$ cat config.mk
export PLATFORM = sky130hd
export DESIGN_NAME = recipe_sequencer_flat
export DESIGN_NICKNAME = d
export VERILOG_FILES = /design/src/rtl/recipe_sequencer_pkg.sv /design/src/rtl/recipe_sequencer_if.sv /design/src/rtl/recipe_sequencer_next_sel.sv /design/src/rtl/recipe_sequencer.sv /design/src/flat_wrapper.sv
export SDC_FILE = /design/constraint.sdc
export NUM_CORES = 1
export LEC_CHECK = 0
export ABC_AREA = 1
export BUFFER_PORTS_ARGS = -buffer_cell sky130_fd_sc_hd__buf_2
export CORE_MARGIN = 2
export CORE_UTILIZATION = 35
export CTS_CLUSTER_SIZE = 30
export DETAILED_ROUTE_END_ITERATION = 12
export HOLD_SLACK_MARGIN = 0.05
export MAX_ROUTING_LAYER = met4
export SLEW_MARGIN = 10
export SYNTH_ARGS = -nofsm -noshare
export SYNTH_HDL_FRONTEND = slang
export SYNTH_SLANG_ARGS = --single-unit
$ cat constraint.sdc
create_clock -name clock -period 4 [get_ports clock]
set_input_delay 0.8 -clock clock [delete_from_list [all_inputs] [get_ports clock]]
set_output_delay 0.8 -clock clock [all_outputs]
set_load 0.01 [all_outputs]
$ cat src/rtl/recipe_sequencer_pkg.sv
// Shared types and defaults for the beverage recipe sequencer.
package recipe_pkg;
  typedef enum logic [1:0] {
    IDLE,
    DISPENSE,
    DONE,
    ABORT
  } seq_state_t;

  localparam int ING_DEFAULT    = 5;
  localparam int DOSE_W_DEFAULT = 8;
endpackage

$ cat src/rtl/recipe_sequencer_if.sv
// Control/valve bundle between the dose timer, the sequencer and the valve drivers.
interface recipe_sequencer_if
  import recipe_pkg::*;
#(
  parameter int N_ING = ING_DEFAULT,
  parameter int CNT_W = DOSE_W_DEFAULT
);
  localparam int STEP_W = $clog2(N_ING);

  logic                   start;
  logic                   abort;
  logic                   tick;
  logic [N_ING-1:0]       recipe_mask;
  logic [N_ING*CNT_W-1:0] dose;
  logic [N_ING-1:0]       valve;
  logic [STEP_W-1:0]      step;
  logic                   busy;
  logic                   done;
  logic                   aborted;

  modport master (
    output start, abort, tick,
    output recipe_mask, dose,
    input  valve, step, busy,
    input  done, aborted
  );

  modport slave (
    input  start, abort, tick,
    input  recipe_mask, dose,
    output valve, step, busy,
    output done, aborted
  );
endinterface

$ cat src/rtl/recipe_sequencer_next_sel.sv
// Priority finder: lowest set mask bit, either overall or strictly above i_cur.
module next_sel #(
  parameter int N  = 5,
  parameter int SW = 3
) (
  input  logic [N-1:0]  i_mask,
  input  logic [SW-1:0] i_cur,
  input  logic          i_lowest,
  output logic          o_found,
  output logic [SW-1:0] o_idx
);
  // Descending scan so the lowest qualifying bit wins.
  always_comb begin
    o_found = 1'b0;
    o_idx   = '0;
    for (int i = N - 1; i >= 0; i--) begin
      if (i_mask[i] && (i_lowest || (SW'(i) > i_cur))) begin
        o_found = 1'b1;
        o_idx   = SW'(i);
      end
    end
  end
endmodule

$ cat src/rtl/recipe_sequencer.sv
// Recipe sequencer: opens one valve at a time, in ascending channel order,
// for the latched dose of each selected channel.
module recipe_sequencer
  import recipe_pkg::*;
#(
  parameter int N_ING = ING_DEFAULT,
  parameter int CNT_W = DOSE_W_DEFAULT
) (
  input logic               clock,
  input logic               reset,
  recipe_sequencer_if.slave bus
);
  localparam int SW = $clog2(N_ING);

  seq_state_t             r_state;
  logic [N_ING-1:0]       r_mask;
  logic [N_ING*CNT_W-1:0] r_dose;
  logic [CNT_W-1:0]       r_cnt;
  logic [SW-1:0]          r_step;
  logic [N_ING-1:0]       r_valve;
  logic                   r_busy;
  logic                   r_done;
  logic                   r_aborted;

  logic                   w_idle;
  logic [N_ING-1:0]       w_eff;
  logic [N_ING-1:0]       w_sel_mask;
  logic [N_ING*CNT_W-1:0] w_src;
  logic                   w_found;
  logic [SW-1:0]          w_idx;
  logic [CNT_W-1:0]       w_next_dose;
  logic [N_ING-1:0]       w_onehot;

  assign w_idle = (r_state == IDLE);

  // Zero-dose channels drop out of the mask at the start edge.
  always_comb begin
    w_eff = '0;
    for (int i = 0; i < N_ING; i++) begin
      w_eff[i] = bus.recipe_mask[i] &&
                 (bus.dose[i*CNT_W +: CNT_W] != '0);
    end
  end

  assign w_sel_mask = w_idle ? w_eff : r_mask;
  assign w_src      = w_idle ? bus.dose : r_dose;

  next_sel #(
    .N  (N_ING),
    .SW (SW)
  ) u_sel (
    .i_mask   (w_sel_mask),
    .i_cur    (r_step),
    .i_lowest (w_idle),
    .o_found  (w_found),
    .o_idx    (w_idx)
  );

  always_comb begin
    w_next_dose = '0;
    w_onehot    = '0;
    for (int i = 0; i < N_ING; i++) begin
      if (w_idx == SW'(i)) begin
        w_next_dose = w_src[i*CNT_W +: CNT_W];
        w_onehot[i] = 1'b1;
      end
    end
  end

  always_ff @(posedge clock or posedge reset) begin
    if (reset) begin
      r_state   <= IDLE;
      r_mask    <= '0;
      r_dose    <= '0;
      r_cnt     <= '0;
      r_step    <= '0;
      r_valve   <= '0;
      r_busy    <= 1'b0;
      r_done    <= 1'b0;
      r_aborted <= 1'b0;
    end else begin
      case (r_state)
        IDLE: begin
          if (bus.start) begin
            r_mask <= w_eff;
            r_dose <= bus.dose;
            r_busy <= 1'b1;
            if (w_found) begin
              r_state <= DISPENSE;
              r_step  <= w_idx;
              r_cnt   <= w_next_dose;
              r_valve <= w_onehot;
            end else begin
              r_state <= DONE;
              r_done  <= 1'b1;
            end
          end
        end
        DISPENSE: begin
          if (bus.abort) begin
            r_state   <= ABORT;
            r_valve   <= '0;
            r_step    <= '0;
            r_aborted <= 1'b1;
          end else if (bus.tick) begin
            if (r_cnt > CNT_W'(1)) begin
              r_cnt <= r_cnt - CNT_W'(1);
            end else if (w_found) begin
              r_step  <= w_idx;
              r_cnt   <= w_next_dose;
              r_valve <= w_onehot;
            end else begin
              r_state <= DONE;
              r_valve <= '0;
              r_step  <= '0;
              r_done  <= 1'b1;
            end
          end
        end
        DONE: begin
          r_state <= IDLE;
          r_done  <= 1'b0;
          r_busy  <= 1'b0;
        end
        ABORT: begin
          r_state   <= IDLE;
          r_aborted <= 1'b0;
          r_busy    <= 1'b0;
        end
        default: r_state <= IDLE;
      endcase
    end
  end

  assign bus.valve   = r_valve;
  assign bus.step    = r_step;
  assign bus.busy    = r_busy;
  assign bus.done    = r_done;
  assign bus.aborted = r_aborted;
endmodule
$ cat src/flat_wrapper.sv
// flat-port wrapper written by rule: the top's interface ports become plain ports
module recipe_sequencer_flat import recipe_pkg::*;
#(
  parameter int N_ING = ING_DEFAULT,
  parameter int CNT_W = DOSE_W_DEFAULT
)
  (clock, reset, bus_start, bus_abort, bus_tick, bus_recipe_mask, bus_dose, bus_valve, bus_step, bus_busy, bus_done, bus_aborted);
  recipe_sequencer_if #(.N_ING(N_ING), .CNT_W(CNT_W)) bus_i ();
  input logic clock;
  input logic reset;
  input wire logic [$bits(bus_i.start)-1:0] bus_start;
  input wire logic [$bits(bus_i.abort)-1:0] bus_abort;
  input wire logic [$bits(bus_i.tick)-1:0] bus_tick;
  input wire logic [$bits(bus_i.recipe_mask)-1:0] bus_recipe_mask;
  input wire logic [$bits(bus_i.dose)-1:0] bus_dose;
  output wire logic [$bits(bus_i.valve)-1:0] bus_valve;
  output wire logic [$bits(bus_i.step)-1:0] bus_step;
  output wire logic [$bits(bus_i.busy)-1:0] bus_busy;
  output wire logic [$bits(bus_i.done)-1:0] bus_done;
  output wire logic [$bits(bus_i.aborted)-1:0] bus_aborted;
  assign bus_i.start = bus_start;
  assign bus_i.abort = bus_abort;
  assign bus_i.tick = bus_tick;
  assign bus_i.recipe_mask = bus_recipe_mask;
  assign bus_i.dose = bus_dose;
  assign bus_valve = bus_i.valve;
  assign bus_step = bus_i.step;
  assign bus_busy = bus_i.busy;
  assign bus_done = bus_i.done;
  assign bus_aborted = bus_i.aborted;
  recipe_sequencer #(.N_ING(N_ING), .CNT_W(CNT_W)) u_core (.clock(clock), .reset(reset), .bus(bus_i));
endmodule
# After elaboration in Yosys (flattened, before gate mapping)
# Index checks and enable logic that the tools add are counted.
# Widths: inputs -> output; s select.
dict set report totals {
  word_cells 125
  regBits 66
  inputBits 50
  mem_count 0
  out_inout_bits 11
  latchBits 0
  mem_bits_ro 0
  ram_bits 0
}
dict set report op_classes {
  div_mod_pow 0
  n_eq_ne 16
  addsub 1
  n_reduce_logical 34
  shift 0
  mux 59
  n_lt_le_gt_ge 6
  mul 0
  bitwise 0
}
# op count
set op_table {}
lappend op_table {{$mux 8} 10}
lappend op_table {{$mux 40} 1}
lappend op_table {{$reduce_bool 8->1} 5}
lappend op_table {{$mux 5} 7}
lappend op_table {{$mux 3} 11}
lappend op_table {{$mux 1} 17}
lappend op_table {{$pmux 8 s2} 1}
lappend op_table {{$mux 2} 6}
lappend op_table {{$logic_and 1x1->1} 10}
lappend op_table {{$ne 2x2->1 const B} 5}
lappend op_table {{$pmux 5 s2} 1}
lappend op_table {{$reduce_and 5->1} 2}
lappend op_table {{$ne 3x3->1 const B} 3}
lappend op_table {{$gt 8x1->1 const B} 1}
lappend op_table {{$reduce_and 4->1} 2}
lappend op_table {{$sub 8x1->8 const B} 1}
lappend op_table {{$eq 3x2->1 const B} 2}
lappend op_table {{$gt 1x3->1 const A} 2}
lappend op_table {{$gt 2x3->1 const A} 2}
lappend op_table {{$pmux 2 s3} 1}
lappend op_table {{$pmux 3 s2} 1}
lappend op_table {{$reduce_and 2->1} 3}
lappend op_table {{$reduce_bool 2->1} 3}
lappend op_table {{$logic_or 1x1->1} 5}
lappend op_table {{other kinds (12)} 14}

# Logic depth before layout (Yosys ltp)
# Gate-level depths: netlist of run 1.
dict set report logic_depth {
  depth_word 20
  ltp_mapped 19
  depth_no_buf 19
}

# Modules after synthesis
# A second synthesis of run 1 with hierarchy kept.
dict set report hier_totals {
  cells_unflattened 582
  area_unflattened_um2 4033.9
}
# module cells_each n_inst area_per_inst_um2 seq_area_each_um2
set by_module_without_submodules {}
lappend by_module_without_submodules {recipe_sequencer 556 1 3903.7 1651.6}
lappend by_module_without_submodules {next_sel 26 1 130.1 0.0}

# Worst setup path before layout of run 1
# Ideal clock, no wire load.
dict set report synth_path {
  path_type {input port to flip-flop}
  startpoint {input port bus_dose[0]}
  endpoint {register u_core.r_step[1], in the netlist u_core.bus.step[1]}
  setup_time_ps 90
  arrival_ps 2064
  path_slack_ps 1846
  t_required_ps 3910
  n_path_buf 1
  path_stages 12
  cell_sequence {nor2_1 > nand3_1 > nor2_1 > nor3_4 > nor2_8 > nand2_4 > nor2_4 > nand2_2 > nand2_2 > buf_6 > nand2_2 > o31ai_4}
}
dict set report synth_via {
  elab_chain_len 10
}
# element line_no
set synth_lines {}
lappend synth_lines {{start: declaration} flat_wrapper.sv:15} ;# input wire logic [$bits(bus_i.dose)-1:0] bus_dose;
lappend synth_lines {{$reduce_bool 8->1 (*)} recipe_sequencer.sv:41} ;# (bus.dose[i*CNT_W +: CNT_W] != '0);
lappend synth_lines {{$logic_and 1x1->1 (*)} recipe_sequencer.sv:40} ;# w_eff[i] = bus.recipe_mask[i] &&
lappend synth_lines {{$mux 5 (*)} recipe_sequencer.sv:45} ;# assign w_sel_mask = w_idle ? w_eff : r_mask;
lappend synth_lines {{$logic_and 1x1->1 (*)} recipe_sequencer_next_sel.sv:17} ;# if (i_mask[i] && (i_lowest || (SW'(i) > i_cur))) begin
lappend synth_lines {{$mux 3 / $mux 1 (equally long branches)} recipe_sequencer_next_sel.sv:17}
lappend synth_lines {{$mux 3} recipe_sequencer.sv:108} ;# end else if (w_found) begin
lappend synth_lines {{$mux 3} recipe_sequencer.sv:106} ;# if (r_cnt > CNT_W'(1)) begin
lappend synth_lines {{$mux 3} recipe_sequencer.sv:105} ;# end else if (bus.tick) begin
lappend synth_lines {{$mux 3} recipe_sequencer.sv:100} ;# if (bus.abort) begin
lappend synth_lines {{$pmux 3 s2} recipe_sequencer.sv:82} ;# case (r_state)
lappend synth_lines {{end signal: assignment} recipe_sequencer.sv:90} ;# r_step <= w_idx;
lappend synth_lines {{end signal: assignment} recipe_sequencer.sv:109} ;# r_step <= w_idx;
lappend synth_lines {{end: declaration} recipe_sequencer.sv:19} ;# logic [SW-1:0] r_step;
# Mark *: on every way between the ends. The rest lies on a longest branch, timed or not. The select of a mux whose other input is x is not followed.
# A chain may end at the register's enable or synchronous reset.

# Final worst setup path of run 1
dict set report layout_path {
  startpoint {input port bus_dose[8]}
  endpoint {register u_core.r_valve[4], in the netlist u_core.bus.valve[4]}
}
dict set report layout_via {
  elab_chain_len 13
}
# element line_no
set layout_lines {}
lappend layout_lines {{$reduce_bool 8->1 (*)} recipe_sequencer.sv:41}
lappend layout_lines {{$logic_and 1x1->1 (*)} recipe_sequencer.sv:40}
lappend layout_lines {{$mux 5 (*)} recipe_sequencer.sv:45}
lappend layout_lines {{$logic_and 1x1->1 (*)} recipe_sequencer_next_sel.sv:17}
lappend layout_lines {{$mux 3 (2 in series)} recipe_sequencer_next_sel.sv:17}
lappend layout_lines {{$eq 3x3->1} recipe_sequencer.sv:63} ;# if (w_idx == SW'(i)) begin
lappend layout_lines {{$mux 1} recipe_sequencer.sv:63}
lappend layout_lines {{$mux 5} recipe_sequencer.sv:108}
lappend layout_lines {{$mux 5} recipe_sequencer.sv:106}
lappend layout_lines {{$mux 5} recipe_sequencer.sv:105}
lappend layout_lines {{$mux 5} recipe_sequencer.sv:100}
lappend layout_lines {{$pmux 5 s2} recipe_sequencer.sv:82}
lappend layout_lines {{end signal: assignment} recipe_sequencer.sv:92} ;# r_valve <= w_onehot;
lappend layout_lines {{end signal: assignment} recipe_sequencer.sv:111} ;# r_valve <= w_onehot;
lappend layout_lines {{end: declaration} recipe_sequencer.sv:20} ;# logic [N_ING-1:0] r_valve;
# Marked as above.

==> results.toml, run 1 <==
[synth]
muxShareOfSynthArea_pct = 0
synth-simple-area-share_pct = 30.9
synth_compound_area_share_pct = 17.6
ys.flop_type = "dfrtp_1"
yosysUniqueCellTypes = 38
syn-mean-instance-area_um2 = 6.99
synth_cells = 582
syn_nets = 634
synth_seq_cells = 65
synthAdderAreaFrac_pct = 0.615
synth_top_family_by_area = "simple AND/OR/NAND/NOR gates"
ys_warn_count = 0
synth_edf_count = 0
synth_xor_area_share_pct = 0.430
ys_seq_area_share_pct = 40.0
synthArstFlopShare_pct = 100
synth.cell_area_um2 = 4070

[drt]
drcViolationCount = 0
via_per_inst = 4.99
first_pass_iters = 5
ant_nets = 0
drt_iter0_markers = 266
vias = 3912
post_drt_wl_per_cell_um = 14.0
wl_mm = 11.0

[worst_setup_path]
cpPeakStageDelay_ns = 0.35
cp-start-kind = "primary input"
path_class = "primary input to flop"
crit_slowest_cell = "nor2_4"
cp_max_fo = 19
end_kind = "flop"
cp.required_ns = 4.23
crit_chain = "buf_2, nor2_1, nand4_1, nand3_1, nand2_4, nor2_8, nand2_4, nor2_4, nand2_2, nand2_2, inv_1, nor2_1, nor2_1"
cp.arrival_ns = 2.86
cpMostUsedCell = "nor2_1"

[sta]
relSlewSlack_pct = 55.4
setup_viol = 0
fin_tns_setup_ns = 0
skew_ns = 0.00815
fin_crit_sh_pct = 65.8
fmax_mhz = 380
fin_ws_ns = 1.37
finalHoldViolations = 0
final_max_slew_viol_count = 0
rsz0062_at_grt = "no"
tightest_slew_ns = 0.667
finalCriticalPeriod_ns = 2.63

[global_routing]
grt_start_max_net_pins = 45
grt-ovfl-total = 0
antenna_found_initial = 0
grt_first_pass_wirelength_mm = 18.6
grt_use_total_pct = 19.3
grt_pass1_vias = 3703

[floorplan]
die_x_um = 112
ios = 61
die_h_um = 112
start_util_pct = 35.8
core-area_um2 = 11400
rows = 39
die_area_um2 = 12500

[clock_tree]
cts_resized = 0
clk_pin_slew_ns = 0.05
clock_latency_ns = 0.34
cts_setup_buffers = 0
cts_hold_buf = 0
root_buffer = "clkbuf_16"
clock_sinks = 65
cts_tree = "built"
ctsLongestPathBuffers = 2
cts-htree-levels = 3
cts_inserted_buffers = 9

[place]
place_ws_ns = 1.06
gp_congestion = 0.858
port_buffers = 60
dp_hpwl_mm = 8.14

[cells_and_area]
layout.nets = 689
fill_cells = 1189
final_util_pct = 42.1
drive_above_1_share_pct = 18.4
n_antenna_cell = 0
syn_to_final_growth_pct = 17.5
layout_commonest_cell = "nand2_1"
layout_common_cells = "nand2_1, inv_1, dfrtp_1"

[pwr]
p_leak_nw = 2.52
irDropWorstVdd_uv = 270
powerDensity_nw_per_um2 = 905

[run_status]
status = "finished clean"

[worst_hold_path]
hold_path.class = "primary input to asynchronous set/reset pin"

[run]
drv_cap = 0
[routing by layer]
metal,vias to the layer above,GRT usage [%],wire length [um]
li1,1972,-,-
met1,1813,26.4,5300
met2,103,28.6,4930
met3,24,3.65,562
met4,0,7.41,225
met5,-,-,0
[kinds of logic (layout without fill, tap and decap cells)]
family,count (synthesis),in the layout
buffers and inverters,106,165
AO/OA/AOI/OAI,124,124
XOR/XNOR,2,2
adder cells (fa/ha/maj),2,2
flip-flops,65,65
AND/OR/NAND/NOR,283,283
[stage by stage]
| stage | area [um2] | hold WS [ns] | power (mW) | instances |
|---|---|---|---|---|
| floorplan | 4070 | 0.449 | 2.96 | 582 |
| global placement | 4490 | 0.465 | 3.47 | 769 |
| detailed placement | 4490 | 0.466 | 3.51 | 769 |
| CTS | 4780 | 0.482 | 4.33 | 784 |
| global route | 4780 | 0.503 | 4.73 | 784 |
| finish | 4780 | 0.477 | 4.33 | 784 |
[critical path: cells and delay by family]
family	cells	cell delay, ns
AND/OR/NAND/NOR	11	1.79
buffers and inverters	2	0.25
[cell usage after synthesis, types with 5 or more instances]
master	number	area share [%]
inv_2	7	0.65
nand3_1	24	3.0
o211ai_1	17	3.1
nor2_1	40	3.7
a21oi_1	27	3.3
buf_2	5	0.61
o21ai_0	64	7.9
clkbuf_1	11	1.0
nand2_2	6	0.92
nand2_1	189	17
nand4_1	6	0.92
inv_1	74	6.8
dfrtp_1	65	40
[worst paths after layout]
| path | end | slack (ns) | start | depth (start not counted) |
|---|---|---|---|---|
| max | u_core.bus.valve[4] | 1.37 | bus_dose[8] | 13 |
| min | u_core.bus.busy | 0.48 | reset | 2 |
| max reg2reg | u_core.bus.valve[4] | 1.42 | u_core.r_state[1] | 11 |
| min reg2reg | u_core.bus.busy | 0.48 | u_core.bus.busy | 2 |
| max in group asynchronous | u_core.r_dose[16] | 2.57 | reset | 3 |
| min in group clock | u_core.bus.busy | 0.48 | u_core.bus.busy | 2 |
[state kept, by name, summed over array words and instances (netlist names)]
name / flops
u_core.r_dose: 40
u_core.r_cnt: 8
u_core.bus.valve: 5
u_core.r_mask: 4
u_core.bus.step: 3
u_core.r_state: 2
u_core.bus.aborted: 1
u_core.bus.busy: 1
u_core.bus.done: 1
[layout make-up]
| cell class | count | area, um2 | area share [%] |
|---|---|---|---|
| sequential | 65 | 1630 | 34.0 |
| inverter | 82 | 308 | 6.43 |
| clock inverter | 3 | 40.0 | 0.837 |
| multi-input combinational | 411 | 2010 | 42.1 |
| tap | 143 | 179 | 3.74 |
| timing repair buffer | 68 | 360 | 7.53 |
| clock buffer | 12 | 256 | 5.36 |
[power by group]
group / leakage, nW / switching (mW) / internal, mW
clock: 0.148 / 0.294 / 0.511
combinational: 1.56 / 1.56 / 0.779
sequential: 0.809 / 0.207 / 0.973
No activity file was read; power rests on OpenSTA's default activity.
==> inputs of run 2 (changes only) <==
--- a/config.mk
+++ b/config.mk
@@ -5,7 +5,7 @@
 export SDC_FILE = /design/constraint.sdc
 export NUM_CORES = 1
 export LEC_CHECK = 0
-export ABC_AREA = 1
+export ABC_AREA = 0
 export BUFFER_PORTS_ARGS = -buffer_cell sky130_fd_sc_hd__buf_2
 export CORE_MARGIN = 2
 export CORE_UTILIZATION = 35
==> constraint.sdc (replaced) <==
create_clock -name clock -period 2.2 [get_ports clock]
set_input_delay 0.44 -clock clock [delete_from_list [all_inputs] [get_ports clock]]
set_output_delay 0.44 -clock clock [all_outputs]
set_load 0.01 [all_outputs]
==> run 2 against run 1 <==
Effect of this change: the flow now finishes with violations (setup timing); via count decreased by 0.33%; register-to-register slack worse by 1.4 ns; hold slack worse by 0.30 ns; largest power group unchanged; highest routed layer unchanged.
==> results.toml, run 2 <==
[run_status]
status = "finished with violations"
violations = "setup timing"

[cells_and_area]
syn_to_final_growth_pct = 44.4
drive_above_1_share_pct = 47.7
layout.nets = 626
seqCellArea_um2 = 1630
largest_reg_flops = 40
fill_cells = 1014
layout_common_cells = "buf_4, nand2_1, dfrtp_1"
layout_commonest_cell = "buf_4"
top_register = "u_core.r_dose"
n_antenna_cell = 0
final_util_pct = 51.9
multi_input_area_um2 = 2290
instances_no_fill = 719

[run]
drv_cap = 0

[sta]
skew_ns = 0.00766
finalCriticalPeriod_ns = 2.29
relSlewSlack_pct = 55.1
setup_viol = 13
final_max_slew_viol_count = 0
tightest_slew_ns = 0.672
fin_ws_ns = -0.0878
fin_crit_sh_pct = 104
fmax_mhz = 437
rsz0062_at_grt = "yes"
finalHoldViolations = 0

[floorplan]
start_util_pct = 35.9
die_h_um = 110
die_area_um2 = 12000
rows = 38
ios = 61
core-area_um2 = 10800
die_x_um = 110

[synth]
synth_cells = 412
ys.flop_type = "dfrtp_1"
synthArstFlopShare_pct = 100
syn_nets = 464
synth_seq_cells = 65
yosys-top-cells-area = "dfrtp_1, mux2_2, nand2_1"
ys_warn_count = 0
yosysTopAreaCell = "dfrtp_1"
syn-mean-instance-area_um2 = 9.46
synth_common_cells = "nand2_1, dfrtp_1, mux2_2"
yosysMostFrequentCell = "nand2_1"
synth_edf_count = 0
synth_top_area_share_pct = 41.7
synth.cell_area_um2 = 3900
yosysUniqueCellTypes = 65
ys_seq_area_share_pct = 41.7

[place]
port_buffers = 60
placedCellCount = 690
dp_hpwl_mm = 9.21
place_ws_ns = -0.436
gp_congestion = 0.912

[worst_setup_path]
cp_max_fo = 6
cp.arrival_ns = 2.53
r2r-start = "u_core.r_state[1]"
cp-start-kind = "primary input"
path_class = "primary input to flop"
critPathLaunch = "bus_dose[18]"
r2r_cells = 9
end_kind = "flop"
reg2reg_slack_ns = -0.02
cp.required_ns = 2.45
r2r-end = "u_core.r_state[0]"

[clock_tree]
clock_latency_ns = 0.36
clock_sinks = 65
root_buffer = "clkbuf_8"
cts_tree = "built"
cts_inserted_buffers = 9
cts_hold_buf = 0
clk_pin_slew_ns = 0.07
ctsLongestPathBuffers = 2
cts-htree-levels = 3

[drt]
drcViolationCount = 0
via_per_inst = 5.42
drt_iter0_markers = 310
post_drt_wl_per_cell_um = 17.7
top_layer_used = "met4"
wl_mm = 12.8
routedLengthMet1_mm = 6.04
vias = 3899
dr_wl_met2_mm = 5.97
first_pass_iters = 5
wl_met3_um = 507
ant_nets = 0

[pwr]
powerDensity_nw_per_um2 = 1640
irDropWorstVdd_uv = 848
p_leak_nw = 2.62

[global_routing]
grt_start_max_net_pins = 38
antenna_found_initial = 0
grt-ovfl-total = 0
grt_pass1_vias = 3754
grt_first_pass_wirelength_mm = 19.6
grt_use_total_pct = 22.2

[worst_hold_path]
hold_path.class = "primary input to asynchronous set/reset pin"
==> run 2: cell families after synthesis <==
group           Yosys count  synth area share [%]
buf+inv                  32                  3.76
fa+ha+maj                 2                 0.642
simple gates            150                  18.2
compound gates          106                  19.7
flops                    65                  41.7
mux                      57                  15.9
==> run 2: layout make-up <==
cell class | count | share of cell area (%)
Clock inverter | 7 | 2.11
Inverter | 8 | 0.534
Timing Repair Buffer | 174 | 22.3
Clock buffer | 9 | 2.20
Multi-Input combinational cell | 316 | 40.7
Sequential cell | 65 | 29.0
Tap cell | 140 | 3.11
==> run 2: critical path, cell delays in order <==
cell and delay (ns):
buf_6 0.10, or4_4 0.52, o211a_1 0.26, nand4bb_1 0.24, buf_6 0.19, buf_6 0.12, nor3_4 0.18, nand3_2 0.11
o21a_1 0.20, o21a_1 0.16
==> run 2: how the worst max path moves through the flow <==
stage / end / cells past startpoint
after floorplan: u_core.r_cnt[3] / 8
after global placement: u_core.r_cnt[6] / 8
after detailed placement: u_core.r_cnt[2] / 9
after CTS: u_core.r_cnt[6] / 8
after global routing: u_core.r_state[0] / 10
final: u_core.r_state[0] / 10
==> run 2: metal layers <==
layer | up-vias | global-route usage (%)
met1 | 1922 | 29.9
met2 | 114 | 34.7
li1 | 1840 | -
met3 | 23 | 3.02
met4 | 0 | 7.32
met5 | - | -
==> run 2: stage by stage <==
step | power (mW) | hold WS [ns] | setup TNS, ns | cell area [um2]
5_1_grt | 9.82 | 0.237 | -1.71 | 5630
2_1_floorplan | 5.19 | 0.442 | -1.27 | 3910
4_1_cts | 8.72 | 0.193 | 0 | 5410
3_5_place_dp | 7.24 | 0.465 | -6.61 | 5100
3_3_place_gp | 7.16 | 0.452 | -6.28 | 5100
6_report | 9.25 | 0.177 | -0.314 | 5630
==> run 2: timing repair <==
item,4_1_cts,5_1_grt
setup endpoints to repair,7,18
pin swaps,5,21
setup buffers,2,9
cloned,1,1
resized for setup,12,36
==> run 2: where the power goes <==
part / switching, mW / internal (mW)
logic: 3.02 / 2.82
clock network: 0.521 / 0.752
registers: 0.354 / 1.79
